## src/rtl/microseq_engine.sv

```systemverilog
// microseq_engine: programmable microprogram sequencer.
// Microcode RAM is loaded through the program port while the engine is not
// running. In RUN one microinstruction is executed per clock; each word
// carries its own control-word field, an opcode, a condition select and
// polarity, and a branch/call target. Calls use a small hardware stack.
module microseq_engine #(
  parameter int AW         = 4,
  parameter int OW         = 1,
  parameter int CW         = 2,
  parameter int SD         = 2,
  parameter int START_ADDR = 0,
  localparam int CSW       = (CW > 1) ? $clog2(CW) : 1,
  localparam int IW        = OW + 3 + CSW + 1 + AW
) (
  input  logic          clk,
  input  logic          reset,
  input  logic          start,
  input  logic [CW-1:0] cond,
  input  logic          prog_we,
  input  logic [AW-1:0] prog_addr,
  input  logic [IW-1:0] prog_data,
  output logic [OW-1:0] out,
  output logic [AW-1:0] upc,
  output logic          busy,
  output logic          done,
  output logic          err
);

  localparam int DEPTH = 2 ** AW;
  localparam int SPW   = $clog2(SD + 1);
  localparam int SDEP  = 2 ** SPW;

  localparam logic [AW-1:0]  ADDR_ONE = AW'(1'b1);
  localparam logic [AW-1:0]  START_V  = AW'(START_ADDR);
  localparam logic [SPW-1:0] SP_ONE   = SPW'(1'b1);
  localparam logic [SPW-1:0] SP_ZERO  = {SPW{1'b0}};
  localparam logic [SPW-1:0] SD_V     = SPW'(SD);

  typedef enum logic [1:0] {
    ST_IDLE  = 2'd0,
    ST_RUN   = 2'd1,
    ST_DONE  = 2'd2,
    ST_ERROR = 2'd3
  } state_t;

  // Opcode 7 is reserved and is caught by the default branch of the decoder.
  typedef enum logic [2:0] {
    OP_NEXT = 3'd0,
    OP_JMP  = 3'd1,
    OP_BRC  = 3'd2,
    OP_CALL = 3'd3,
    OP_RET  = 3'd4,
    OP_HALT = 3'd5,
    OP_WAIT = 3'd6
  } op_t;

  logic [IW-1:0]  mem_r   [0:DEPTH-1];
  logic [AW-1:0]  stack_r [0:SDEP-1];

  state_t         state_r, state_s;
  logic [AW-1:0]  upc_r, upc_s;
  logic [SPW-1:0] sp_r, sp_s;
  logic           push_s;

  logic [IW-1:0]  instr_s;
  logic [AW-1:0]  tgt_s;
  logic           cpol_s;
  logic [CSW-1:0] csel_s;
  op_t            op_s;
  logic [OW-1:0]  ofield_s;
  logic           cond_hit_s;
  logic [AW-1:0]  upc_inc_s;

  // Field split of the microinstruction currently addressed by the uPC.
  assign instr_s   = mem_r[upc_r];
  assign tgt_s     = instr_s[AW-1:0];
  assign cpol_s    = instr_s[AW];
  assign csel_s    = instr_s[AW+CSW:AW+1];
  assign op_s      = op_t'(instr_s[AW+CSW+3:AW+CSW+1]);
  assign ofield_s  = instr_s[IW-1:IW-OW];
  assign upc_inc_s = upc_r + ADDR_ONE;

  // Condition evaluation; selects beyond the implemented inputs read as zero.
  always_comb begin
    cond_hit_s = cpol_s;
    if (int'(csel_s) < CW) begin
      cond_hit_s = cond[csel_s] ^ cpol_s;
    end else begin
      cond_hit_s = cpol_s;
    end
  end

  // Microcode RAM write port; locked out while a program is executing.
  always_ff @(posedge clk) begin
    if (prog_we && (state_r != ST_RUN)) begin
      mem_r[prog_addr] <= prog_data;
    end
  end

  // Return-address stack storage; pushed on a successful CALL.
  always_ff @(posedge clk) begin
    if (push_s) begin
      stack_r[sp_r] <= upc_inc_s;
    end
  end

  // State, uPC and stack-pointer registers.
  always_ff @(posedge clk or posedge reset) begin
    if (reset) begin
      state_r <= ST_IDLE;
      upc_r   <= START_V;
      sp_r    <= SP_ZERO;
    end else begin
      state_r <= state_s;
      upc_r   <= upc_s;
      sp_r    <= sp_s;
    end
  end

  // Next-state decode: launch from any non-running state, execute in RUN.
  always_comb begin
    state_s = state_r;
    upc_s   = upc_r;
    sp_s    = sp_r;
    push_s  = 1'b0;
    case (state_r)
      ST_IDLE, ST_DONE, ST_ERROR: begin
        if (start) begin
          state_s = ST_RUN;
          upc_s   = START_V;
          sp_s    = SP_ZERO;
        end else begin
          state_s = state_r;
        end
      end
      ST_RUN: begin
        case (op_s)
          OP_NEXT: upc_s = upc_inc_s;
          OP_JMP:  upc_s = tgt_s;
          OP_BRC: begin
            if (cond_hit_s) begin
              upc_s = tgt_s;
            end else begin
              upc_s = upc_inc_s;
            end
          end
          OP_CALL: begin
            if (sp_r == SD_V) begin
              state_s = ST_ERROR;
            end else begin
              push_s = 1'b1;
              sp_s   = sp_r + SP_ONE;
              upc_s  = tgt_s;
            end
          end
          OP_RET: begin
            if (sp_r == SP_ZERO) begin
              state_s = ST_ERROR;
            end else begin
              sp_s  = sp_r - SP_ONE;
              upc_s = stack_r[sp_r - SP_ONE];
            end
          end
          OP_HALT: state_s = ST_DONE;
          OP_WAIT: begin
            if (cond_hit_s) begin
              upc_s = upc_inc_s;
            end else begin
              upc_s = upc_r;
            end
          end
          default: state_s = ST_ERROR;
        endcase
      end
      default: begin
        state_s = ST_IDLE;
        upc_s   = START_V;
        sp_s    = SP_ZERO;
      end
    endcase
  end

  // Control word is only driven while executing; status flags follow the state.
  assign out  = (state_r == ST_RUN) ? ofield_s : {OW{1'b0}};
  assign upc  = upc_r;
  assign busy = (state_r == ST_RUN);
  assign done = (state_r == ST_DONE);
  assign err  = (state_r == ST_ERROR);

endmodule

```

## config.mk

```make
export PLATFORM = sky130hd
export DESIGN_NAME = microseq_engine
export DESIGN_NICKNAME = d
export VERILOG_FILES = /design/src/rtl/microseq_engine.sv
export SDC_FILE = /design/constraint.sdc
export NUM_CORES = 1
export LEC_CHECK = 0
export ABC_AREA = 1
export CORE_MARGIN = 1.5
export CORE_UTILIZATION = 49
export CTS_CLUSTER_SIZE = 40
export DETAILED_ROUTE_END_ITERATION = 8
export GPL_TIMING_DRIVEN = 0
export MAX_ROUTING_LAYER = met4
export PLACE_DENSITY = 0.68
export SYNTH_ARGS = -nofsm -noshare
export SYNTH_HDL_FRONTEND = slang
export SYNTH_SLANG_ARGS = --single-unit
```

## constraint.sdc

```tcl
create_clock -name clk -period 2.5 [get_ports clk]
set_input_delay 0.5 -clock clk [delete_from_list [all_inputs] [get_ports clk]]
set_output_delay 0.5 -clock clk [all_outputs]
set_load 0.005 [all_outputs]
```

Word-level counts from Yosys, hierarchy flattened
Memories as Yosys holds them, arrays and structs flattened.
Index checks and enable logic that the tools add are counted.
{ "totals": {"register_bits": 8, "ram_bits": 176, "out_inout_bits": 8, "wordCells": 66, "mem_count": 2} }
{ "mem_list": {"columns": ["memory", "depth", "width", "rd", "rd_ports_with_merged_regs", "wr", "line_no", "source"], "rows": [
  ["mem_r", 16, 10, 1, 0, 1, "57", "logic [IW-1:0] mem_r [0:DEPTH-1];"],
  ["stack_r", 4, 4, 1, 0, 1, "58", "logic [AW-1:0] stack_r [0:SDEP-1];"]
]} }
{ "classes": {"add_sub_neg": 3, "magnitude_cmp": 1, "n_eq_ne": 20, "mux": 27, "bitwise_logic": 1, "reduce_logical": 9} }
{ "ops": {"columns": ["op", "count"], "rows": [
  ["$pmux 4 s6", 1],
  ["$mux 4", 5],
  ["$ne 3x3->1 const B", 5],
  ["$mux 2", 6],
  ["$pmux 2 s2", 3],
  ["$mux 1", 10],
  ["$eq 3x3->1 const B", 3],
  ["$pmux 2 s4", 1],
  ["$pmux 4 s2", 1],
  ["$reduce_and 4->1", 2],
  ["$ne 7x1->1 const B", 1],
  ["$eq 2x2->1 const B", 3],
  ["$eq 3x2->1 const B", 2],
  ["$reduce_and 5->1", 1],
  ["$add 4x1->4 const B", 1],
  ["$logic_not 2->1", 2],
  ["$ne 2x2->1 const B", 2],
  ["$reduce_or 4->1", 1],
  ["$eq 3x1->1 const B", 1],
  ["$logic_not 3->1", 1],
  ["$ne 3x1->1 const B", 1],
  ["$reduce_or 3->1", 1],
  ["$add 2x1->2 const B", 1],
  ["$eq 2x1->1 const B", 1],
  ["5 further kinds", 5]
]} }

Longest topological paths before layout
Gate-level depths: netlist (run 1).
An unclocked memory read counts as a cell.
{ "depth": {"depth_word": 7, "mapped_depth": 18, "depth_no_buf": 17} }

Worst setup path after synthesis (run 1)
OpenSTA, ideal clock, no wires.
{ "synth_timing": {"kind": "register to output", "from": "reg upc_r[0] (netlist: upc[0])", "to": "out out", "arrival_time_ns": 1.710, "required_time_ns": 2.000, "setup_slack_ns": 0.290, "stages_incl_launch_ff": 9, "n_path_buf": 3, "path_cell_list": "dfrtp_1 > inv_2 > buf_2 > clkbuf_1 > buf_2 > o21ai_0 > o221ai_1 > nand3_1 > a21oi_1"} }
{ "synth_via": {"elab_chain_len": 2} }
{ "synth_lines": {"columns": ["element", "line_no", "source"], "rows": [
  ["from (decl)", "61", "logic [AW-1:0] upc_r, upc_s;"],
  ["from (signal assigned)", "115", "upc_r <= upc_s;"],
  ["$mem_v2 16x10", null, null],
  ["$mux 1", "184", "assign out = (state_r == ST_RUN) ? ofield_s : {OW{1'b0}};"],
  ["to (decl)", "22", "output logic [OW-1:0] out,"]
]} }
No other way between the ends.

Worst setup path after layout (run 1)
{ "layout_timing": {"from": "reg upc_r[3] (netlist: upc[3])", "to": "out out"} }
Same word-level chain as after synthesis.

==> results of run 1 <==
cell families (layout without fill, tap and decap cells):
logic type / count (synthesis) / count (layout) / synth area share (%)
AND/OR/NAND/NOR: 366 / 366 / 19.5
adder cells (fa/ha/maj): 5 / 5 / 0.782
flip-flops: 184 / 184 / 68.5
other: 1 / 4 / 0.0469
buffers and inverters: 94 / 158 / 5.17
XOR/XNOR: 2 / 2 / 0.219
AO/OA/AOI/OAI: 71 / 71 / 5.75
power groups by stage:
stage / combinational, mW / sequential [mW] / clock (mW)
after floorplan: 2.20 / 3.67 / 0
after global placement: 3.03 / 3.69 / 0
after detailed placement: 3.12 / 3.69 / 0
after CTS: 3.26 / 3.63 / 2.75
after global routing: 3.81 / 3.64 / 2.88
final: 3.46 / 3.63 / 2.75
repair_timing:
action,4_1_cts,5_1_grt
buffers inserted,3,1
gates cloned,0,1
pin swaps,1,6
endpoints found under the setup margin,145,160
resized for setup,44,38
area by class of cell:
cell class                      count  area (um^2)  area share (%)
Inverter                           61          234            2.46
Timing Repair Buffer               34          355            3.74
Clock inverter                     15          176            1.86
Tap cell                          216          270            2.84
Buffer                             31          263            2.76
Sequential cell                   184         5490            57.7
Clock buffer                       17          425            4.47
Multi-Input combinational cell    448         2300            24.1
metal layers:
metal,vias up,GRT usage [%],part of all wire (%)
met3,52,4.85,6.2
met5,-,-,0
li1,2602,-,-
met4,0,11.0,3.2
met1,2717,32.3,42
met2,235,39.9,48
flip-flops by register name, indices dropped and copies added (netlist names):
register  count
state_r       2
upc           4
mem_r       160
sp_r          2
stack_r      16
worst min-delay path by stage:
stage,start,to,slack [ps],depth (start not counted)
floorplan,reset,sp_r[0],320,1
global placement,state_r[1],state_r[1],520,2
detailed placement,state_r[1],state_r[1],550,2
CTS,reset,state_r[1],320,2
global route,reset,state_r[1],370,2
finish,reset,state_r[1],320,2
placed cells by master, fill, tap and decap left out, types with 3 or more instances in the layout:
cell type        instances
a21oi_1                  8
buf_2                    8
buf_4                    9
buf_6                    5
buf_8                    6
clkbuf_1                 3
clkbuf_16               18
clkdlybuf4s50_1         26
conb_1                   4
dfrtp_1                  6
edfxtp_1               176
ha_1                     5
inv_1                   55
inv_2                    4
inv_6                    7
inv_8                    3
nand2_1                188
nand2_2                  5
nand3_1                 84
nand3_2                  4
nor2_1                  50
nor2_4                  22
o2111ai_1                4
o21ai_0                 21
o21ai_1                 13
o221ai_1                15
o22ai_1                  4
or2_1                    5
==> reports/results.ini, run 1 <==
[clocking]
htreeDepth=4
clkSinkCount=184
cts_tree=done
ctsHoldBuffers=0
path_clk_slew_ps=70
numCtsBuffers=17
insertion_delay_ps=430
cts_root_buffer=clkbuf_16
clockBufferDepth=2

[logic_synthesis]
avgSynthCellArea_um2=11.1
ys_types=34
synth-seq-cells=184
ys_seq_area_share_pct=68.5
yosys-top-cells-count=nand2_1, edfxtp_1, nand3_1
synthCells=723
synth_flop_cell=edfxtp_1
synth_area_um2=8000
yosysTopAreaCellShare_pct=66.0
post-synth-top-area-cell=edfxtp_1
synth_area_leaders=edfxtp_1, nand2_1, nand3_1, nor2_1, inv_1
yosysWarnings=0
synth-async-reset-ratio_pct=4.35
synth_edf_count=176
yosysMostFrequentCell=nand2_1

[routing]
dr.pass1.iters=5
ant_nets=0
wl_mm=19.5
drt_iter0_markers=660
viasPerCell=5.57
drc=0
num_vias=5606
avgRoutedWirePerCell_um=19.4

[global_route]
grt_pass1_vias=5413
grt-ovfl-total=0
grt_max_degree=32
grt_first_pass_wirelength_mm=30.0
grt_usage_pct=25.3
antenna_found_initial=0

[die]
pin_count=28
die_width_um=131
core_region_area_um2=15900
num_rows=46
die_y_um=131
die-area_um2=17100
start_util_pct=50.2

[flow_run]
maxCapViolCount=0

[place]
pre_cts_slack_ps=-724
dp.final_hpwl_mm=12.4
dp_cells=971
gp_congestion=0.840
port_buffers=27
postPlaceCellArea_um2=8590

[setup_path]
path_depth=4
start_kind=flip-flop
reg2regPathDepth=20
critPathBufInv=2
path_class=reg -> out
worstReg2RegStart=upc[0]
cp_top_family=buffers and inverters
cp.required_ps=2000
slowest_stage=clkbuf_1
max_stage_delay_ps=550
r2r_end=upc[1]
crit_path_cell_trace=clkbuf_1, nand3_1, a21oi_2, clkdlybuf4s15_1
crit_path_max_fanout=10
crit_path_end=out
end_kind=primary output
r2r_slack_ps=20
critPathLaunch=upc[3]
arrival_ps=2090

[sta]
skew_ps=5.84
tns_ps=-88.7
setup-violations-final=1
drv_slew=0
worst_pin_slew_ps=651
fin_crit_sh_pct=104
slew_headroom_pct=56.6
final-hold-violation-count=0
timing.hold.ws_ps=321
max_freq_ghz=0.386
fin_ws_ps=-88.7
rsz0062_at_grt=true
fin_crit_ps=2590

[layout]
final_layout_size_suffix_gt1_share_pct=14.1
fin_cells=1006
num_antenna_cells=0
final_area_um2=9510
area_growth_pct=18.8
post-route-util_pct=59.6
fill_cells=1238
nets=802

[pwr]
p_leak_nw=3.58
comb_power_share_pct=35.2
power_density_nw_per_um2=1030
p_clk_share_pct=27.9
netSwitchingPower_mw=3.53
seq_power_share_pct=36.9
internal_power_mw=6.30
sw_frac_of_total_pct=36.0
total_power_mw=9.83
irDropWorstVdd_uv=624

[min_path]
hp-class=in -> async

[run_status]
outcome=finished with violations
violations=negative setup slack

Note: power is estimated with default switching activity, not from simulation.
==> run 2, diff against run 1 <==
--- a/config.mk
+++ b/config.mk
@@ -6,7 +6,6 @@
 export NUM_CORES = 1
 export LEC_CHECK = 0
 export ABC_AREA = 1
-export CORE_MARGIN = 1.5
 export CORE_UTILIZATION = 49
 export CTS_CLUSTER_SIZE = 40
 export DETAILED_ROUTE_END_ITERATION = 8
==> run 2 against run 1 <==
  * Largest power group unchanged
  * Cell area fell by 1.2%
  * Highest routed layer unchanged
  * Largest cell class unchanged
  * The run still ends with negative setup slack left
  * Worst setup slack improved by 28 ps
  * Flip-flop and latch count did not move
==> reports/results.ini, run 2 (synthesis gave the netlist of run 1 again) <==
[layout]
mostFrequentLayoutCells=nand2_1, edfxtp_1, nand3_1
largest_reg_flops=160  ; unchanged
num_antenna_cells=0  ; unchanged
final_common_cell=nand2_1
fin_cells=1003  ; -0.30%
area_growth_pct=17.4
post-route-util_pct=58.9  ; -0.69 points
final_layout_size_suffix_gt1_share_pct=13.2  ; -0.84 points
nets=799  ; -0.37%
largest-register=mem_r

[routing]
dr.pass1.iters=5  ; unchanged
avgRoutedWirePerCell_um=19.3  ; -0.54%
ant_nets=0  ; unchanged
num_vias=5607  ; +0.018%
wl_mm=19.4  ; -0.83%
viasPerCell=5.59  ; +0.32%
drt_iter0_markers=652  ; -1.2%
drc=0  ; unchanged

[setup_path]
slowest_stage=nor2_2
max_stage_delay_ps=690  ; +140 ps
cp_top_family=simple AND/OR/NAND/NOR gates
crit_path_max_fanout=10  ; unchanged
start_kind=flip-flop
path_depth=6  ; +2
r2r_end=mem_r[11][7]
critPathLaunch=state_r[0]
arrival_ps=2630  ; +540 ps
end_kind=flip-flop
cp.required_ps=2570  ; +570 ps
crit_path_end=mem_r[11][7]
r2r_slack_ps=-60  ; -80 ps
path_class=reg -> reg
worstReg2RegStart=state_r[0]
crit_top_cell=nor2_1
crit_path_cell_trace=inv_1, nor2_1, clkbuf_2, nor2_1, nand3_1, nor2_2
reg2regPathDepth=6  ; -70%
critPathBufInv=2  ; unchanged

[sta]
fin_crit_ps=2560  ; -27.9 ps
max_freq_ghz=0.390  ; +1.1%
rsz0062_at_grt=true
setup-violations-final=21  ; +20
skew_ps=7.40  ; +1.56 ps
fin_ws_ps=-60.9  ; +27.9 ps
drv_slew=0  ; unchanged
worst_pin_slew_ps=751  ; +100 ps
slew_headroom_pct=49.9  ; -6.7 points
final-hold-violation-count=0  ; unchanged
fin_crit_sh_pct=102  ; -1.1 points

[global_route]
grt_usage_pct=25.2  ; -0.10 points
grt_pass1_vias=5415  ; +0.037%
grt_max_degree=32  ; unchanged
grt-ovfl-total=0  ; unchanged
grt_first_pass_wirelength_mm=29.6  ; -1.4%
antenna_found_initial=0  ; unchanged

[die]
start_util_pct=50.2  ; unchanged
die-area_um2=16800  ; -1.5%
num_rows=46  ; unchanged
pin_count=28  ; unchanged
die_y_um=130  ; -0.76%
die_width_um=130  ; -0.76%
core_region_area_um2=15900  ; unchanged

[place]
dp.final_hpwl_mm=12.2  ; -1.4%
port_buffers=27  ; unchanged
dp_cells=970  ; -0.10%
gp_congestion=0.869  ; +3.4%

[run_status]
violations=negative setup slack
outcome=finished with violations

[clocking]
htreeDepth=4  ; unchanged
ctsHoldBuffers=0  ; unchanged
clockBufferDepth=2  ; unchanged
path_clk_slew_ps=70  ; about the same
clkSinkCount=184  ; unchanged
cts_tree=done
cts_root_buffer=clkbuf_16
insertion_delay_ps=440  ; about the same
numCtsBuffers=17  ; unchanged

[pwr]
p_leak_nw=3.53  ; -1.4%
irDropWorstVdd_uv=616  ; -1.4%
power_density_nw_per_um2=1030  ; -0.40%

[flow_run]
maxCapViolCount=0  ; unchanged

[min_path]
hp-class=in -> async

-- run 2: worst register-to-register path, stage by stage (launching register included) --
cell	delay, ps
dfrtp_1	390
inv_1	70
nor2_1	60
clkbuf_2	190
nor2_1	400
nand3_1	390
nor2_2	690
-- run 2: final cells by class --
cell class / count / area (um^2)
multi-input combinational: 448 / 2270
clock inverter: 15 / 153
fill: 1310 / 6550
tap: 216 / 270
sequential: 184 / 5490
inverter: 61 / 234
buffer: 31 / 254
clock buffer: 17 / 425
timing repair buffer: 31 / 303
-- run 2: power by group --
part           internal [mW]  switching, mW
Combinational           1.19           2.21
Sequential              3.55         0.0776
Clock                   1.41           1.23
-- run 2: per-layer routing --
metal | vias up | wire, um | global-route usage, %
li1 | 2608 | - | -
met2 | 250 | 9460 | 40.9
met3 | 59 | 1300 | 4.22
met5 | - | 0 | -
met1 | 2690 | 7870 | 30.8
met4 | 0 | 758 | 12.5
-- run 2: per-stage QoR --
step | total power, mW | setup WS [ps] | hold WS [ps] | setup TNS, ps | area [um^2]
2_1_floorplan | 5.87 | 290 | 316 | 0 | 8020
4_1_cts | 9.52 | -177 | 325 | -495 | 9280
6_report | 9.68 | -60.9 | 331 | -1030 | 9400
5_1_grt | 10.2 | -175 | 362 | -4910 | 9400
3_3_place_gp | 6.73 | -730 | 523 | -64310 | 8560
3_5_place_dp | 6.81 | -790 | 530 | -68460 | 8570
-- run 2: what timing repair did --
item                                    4_1_cts  5_1_grt
gates resized for setup                      44       32
pin swaps                                     0        4
buffers inserted                              3        0
endpoints found under the setup margin      153      168
-- run 2: worst min path at each step --
stage	from	to	slack [ps]
2_1_floorplan	reset	sp_r[0]	320
3_3_place_gp	state_r[1]	state_r[1]	520
3_5_place_dp	state_r[1]	state_r[1]	530
4_1_cts	reset	state_r[0]	320
5_1_grt	reset	sp_r[1]	360
6_report	reset	state_r[0]	330
==> run 3, diff against run 2 <==
--- a/config.mk
+++ b/config.mk
@@ -6,12 +6,11 @@
 export NUM_CORES = 1
 export LEC_CHECK = 0
 export ABC_AREA = 1
-export CORE_UTILIZATION = 49
-export CTS_CLUSTER_SIZE = 40
+export CORE_UTILIZATION = 45
 export DETAILED_ROUTE_END_ITERATION = 8
 export GPL_TIMING_DRIVEN = 0
 export MAX_ROUTING_LAYER = met4
-export PLACE_DENSITY = 0.68
+export PLACE_DENSITY = 0.64
 export SYNTH_ARGS = -nofsm -noshare
 export SYNTH_HDL_FRONTEND = slang
 export SYNTH_SLANG_ARGS = --single-unit
==> run 3 against run 2 <==
  * The run still ends with negative setup slack left
  * Utilization fell by 4.4 points
  * Cell area rose by 0.68%
  * Sequential share of layout area fell by 0.39 points
  * Critical path depth did not move
  * Register-to-register slack barely moved
  * Wire length rose by 1.8%
  * Via count fell by 0.91%
  * Critical path type unchanged
==> reports/results.ini, run 3 (synthesis gave the netlist of run 1 again) <==
[run_status]
outcome=finished with violations
violations=negative setup slack

[clocking]
numCtsBuffers=17  ; unchanged
ctsHoldBuffers=0  ; unchanged
htreeDepth=4  ; unchanged
cts_tree=done
insertion_delay_ps=440  ; about the same
clockBufferDepth=2  ; unchanged
path_clk_slew_ps=70  ; about the same
clkSinkCount=184  ; unchanged
cts_root_buffer=clkbuf_16

[routing]
drc=0  ; unchanged
ant_nets=0  ; unchanged
viasPerCell=5.50  ; -1.6%
wl_mm=19.7  ; +1.8%
num_vias=5556  ; -0.91%
dr.pass1.iters=7  ; +2
drt_iter0_markers=572  ; -12%
avgRoutedWirePerCell_um=19.5  ; +1.1%

[setup_path]
path_class=reg -> reg
arrival_ps=2620  ; about the same
crit_path_max_fanout=10  ; unchanged
r2r_slack_ps=-60  ; about the same
worstReg2RegStart=state_r[0]
critPathLaunch=state_r[0]
start_kind=flip-flop
end_kind=flip-flop
cp.required_ps=2560  ; about the same

[global_route]
grt_max_degree=32  ; unchanged
grt_pass1_vias=5245  ; -3.1%
grt-ovfl-total=0  ; unchanged
grt_usage_pct=22.8  ; -2.4 points
grt_first_pass_wirelength_mm=29.1  ; -1.7%
antenna_found_initial=0  ; unchanged

[flow_run]
maxCapViolCount=0  ; unchanged

[layout]
final_common_cell=nand2_1
largest_reg_flops=160  ; unchanged
fill_cells=1464  ; +12%
nets=797  ; -0.25%
mostFrequentLayoutCells=nand2_1, edfxtp_1, nand3_1
num_antenna_cells=0  ; unchanged
area_growth_pct=18.2
final_layout_size_suffix_gt1_share_pct=13.6  ; +0.42 points
fin_cells=1010  ; +0.70%
largest-register=mem_r

[sta]
max_freq_ghz=0.391  ; about the same
fin_ws_ps=-58.8  ; +2.02 ps
skew_ps=4.18  ; -3.22 ps
setup-violations-final=30  ; +43%
fin_crit_sh_pct=102  ; about the same
timing.hold.ws_ps=322  ; -9.14 ps
rsz0062_at_grt=true
drv_slew=0  ; unchanged
worst_pin_slew_ps=935  ; +184 ps
fin_crit_ps=2560  ; -2.02 ps
slew_headroom_pct=37.6  ; -12 points
final-hold-violation-count=0  ; unchanged

[pwr]
power_density_nw_per_um2=1040  ; +1.2%
irDropWorstVdd_uv=608  ; -1.2%
p_leak_nw=3.57  ; +0.91%
total_power_mw=9.86  ; +1.9%

[die]
pin_count=28  ; unchanged
die-area_um2=18300  ; +8.8%
num_rows=48  ; +4.3%
die_y_um=135  ; +4.3%
core_region_area_um2=17400  ; +8.9%
start_util_pct=46.1  ; -4.1 points
die_width_um=135  ; +4.3%

[place]
dp_cells=978  ; +0.82%
port_buffers=27  ; unchanged
dp.final_hpwl_mm=12.2  ; +0.11%
gp_congestion=0.856  ; -1.5%
pre_cts_slack_ps=-730  ; +60.3 ps

[min_path]
hp-class=in -> async

==> run 3: cell types whose count changed in the layout (fill, tap and decap cells not counted), moves of 3 or more <==
cell	previous run	this run
inv_8	5	2
nor2_2	4	7
nand2_4	0	3
nor2_4	19	16
==> run 3: per-layer routing <==
| metal | up-vias | global-route usage, % | wire (um) |
|---|---|---|---|
| met5 | - | - | 0 |
| met4 | 0 | 10.5 | 571 |
| met3 | 40 | 4.15 | 1170 |
| met2 | 244 | 36.5 | 9580 |
| met1 | 2679 | 28.2 | 8410 |
| li1 | 2593 | - | - |
==> run 3: worst paths after layout <==
check / endpoint / cells after the start
max: mem_r[14][6] / 6
max in group asynchronous: upc[0] / 2
min in group clk: state_r[1] / 2
min reg2reg: state_r[1] / 2
min: state_r[0] / 2
max reg2reg: mem_r[14][6] / 6
==> run 3: critical path, cell delays in order, from the launching register on <==
cell and delay, ps:
dfrtp_1 400, inv_1 80, nor2_1 60, clkbuf_2 190, nor2_1 350, nand3_1 310
nor2_2 790
==> run 3: repair_timing <==
item / in CTS / in global routing
resized for setup: 44 / 40
cloned: 0 / 1
setup endpoints to repair: 133 / 161
pin swaps: 1 / 7
setup buffers: 2 / 3
==> run 3: through the flow <==
| stage | instance area, um^2 | util, % | setup TNS, ps |
|---|---|---|---|
| floorplan | 8020 | - | 0 |
| global placement | 8570 | 49.4 | -77310 |
| detailed placement | 8580 | 49.4 | -74880 |
| CTS | 9310 | 53.6 | -13070 |
| global route | 9460 | 54.5 | -4730 |
| finish | 9460 | 54.5 | -1360 |
==> run 3: cell type report <==
class / count / area, um^2 / share of cell area, %
Tap cell: 225 / 282 / 2.98
Buffer: 27 / 231 / 2.45
Sequential cell: 184 / 5490 / 58.0
Inverter: 61 / 234 / 2.47
Clock buffer: 17 / 425 / 4.50
Clock inverter: 15 / 186 / 1.97
Timing Repair Buffer: 33 / 332 / 3.50
Multi-Input combinational cell: 448 / 2280 / 24.1
==> run 3: power by group <==
group          total [mW]  leakage (nW)  switching (mW)  internal [mW]
Combinational        3.46          1.59            2.23           1.23
Clock                2.76         0.292            1.24           1.52
Sequential           3.64          1.69          0.0932           3.55
Total                9.86          3.57            3.57           6.30
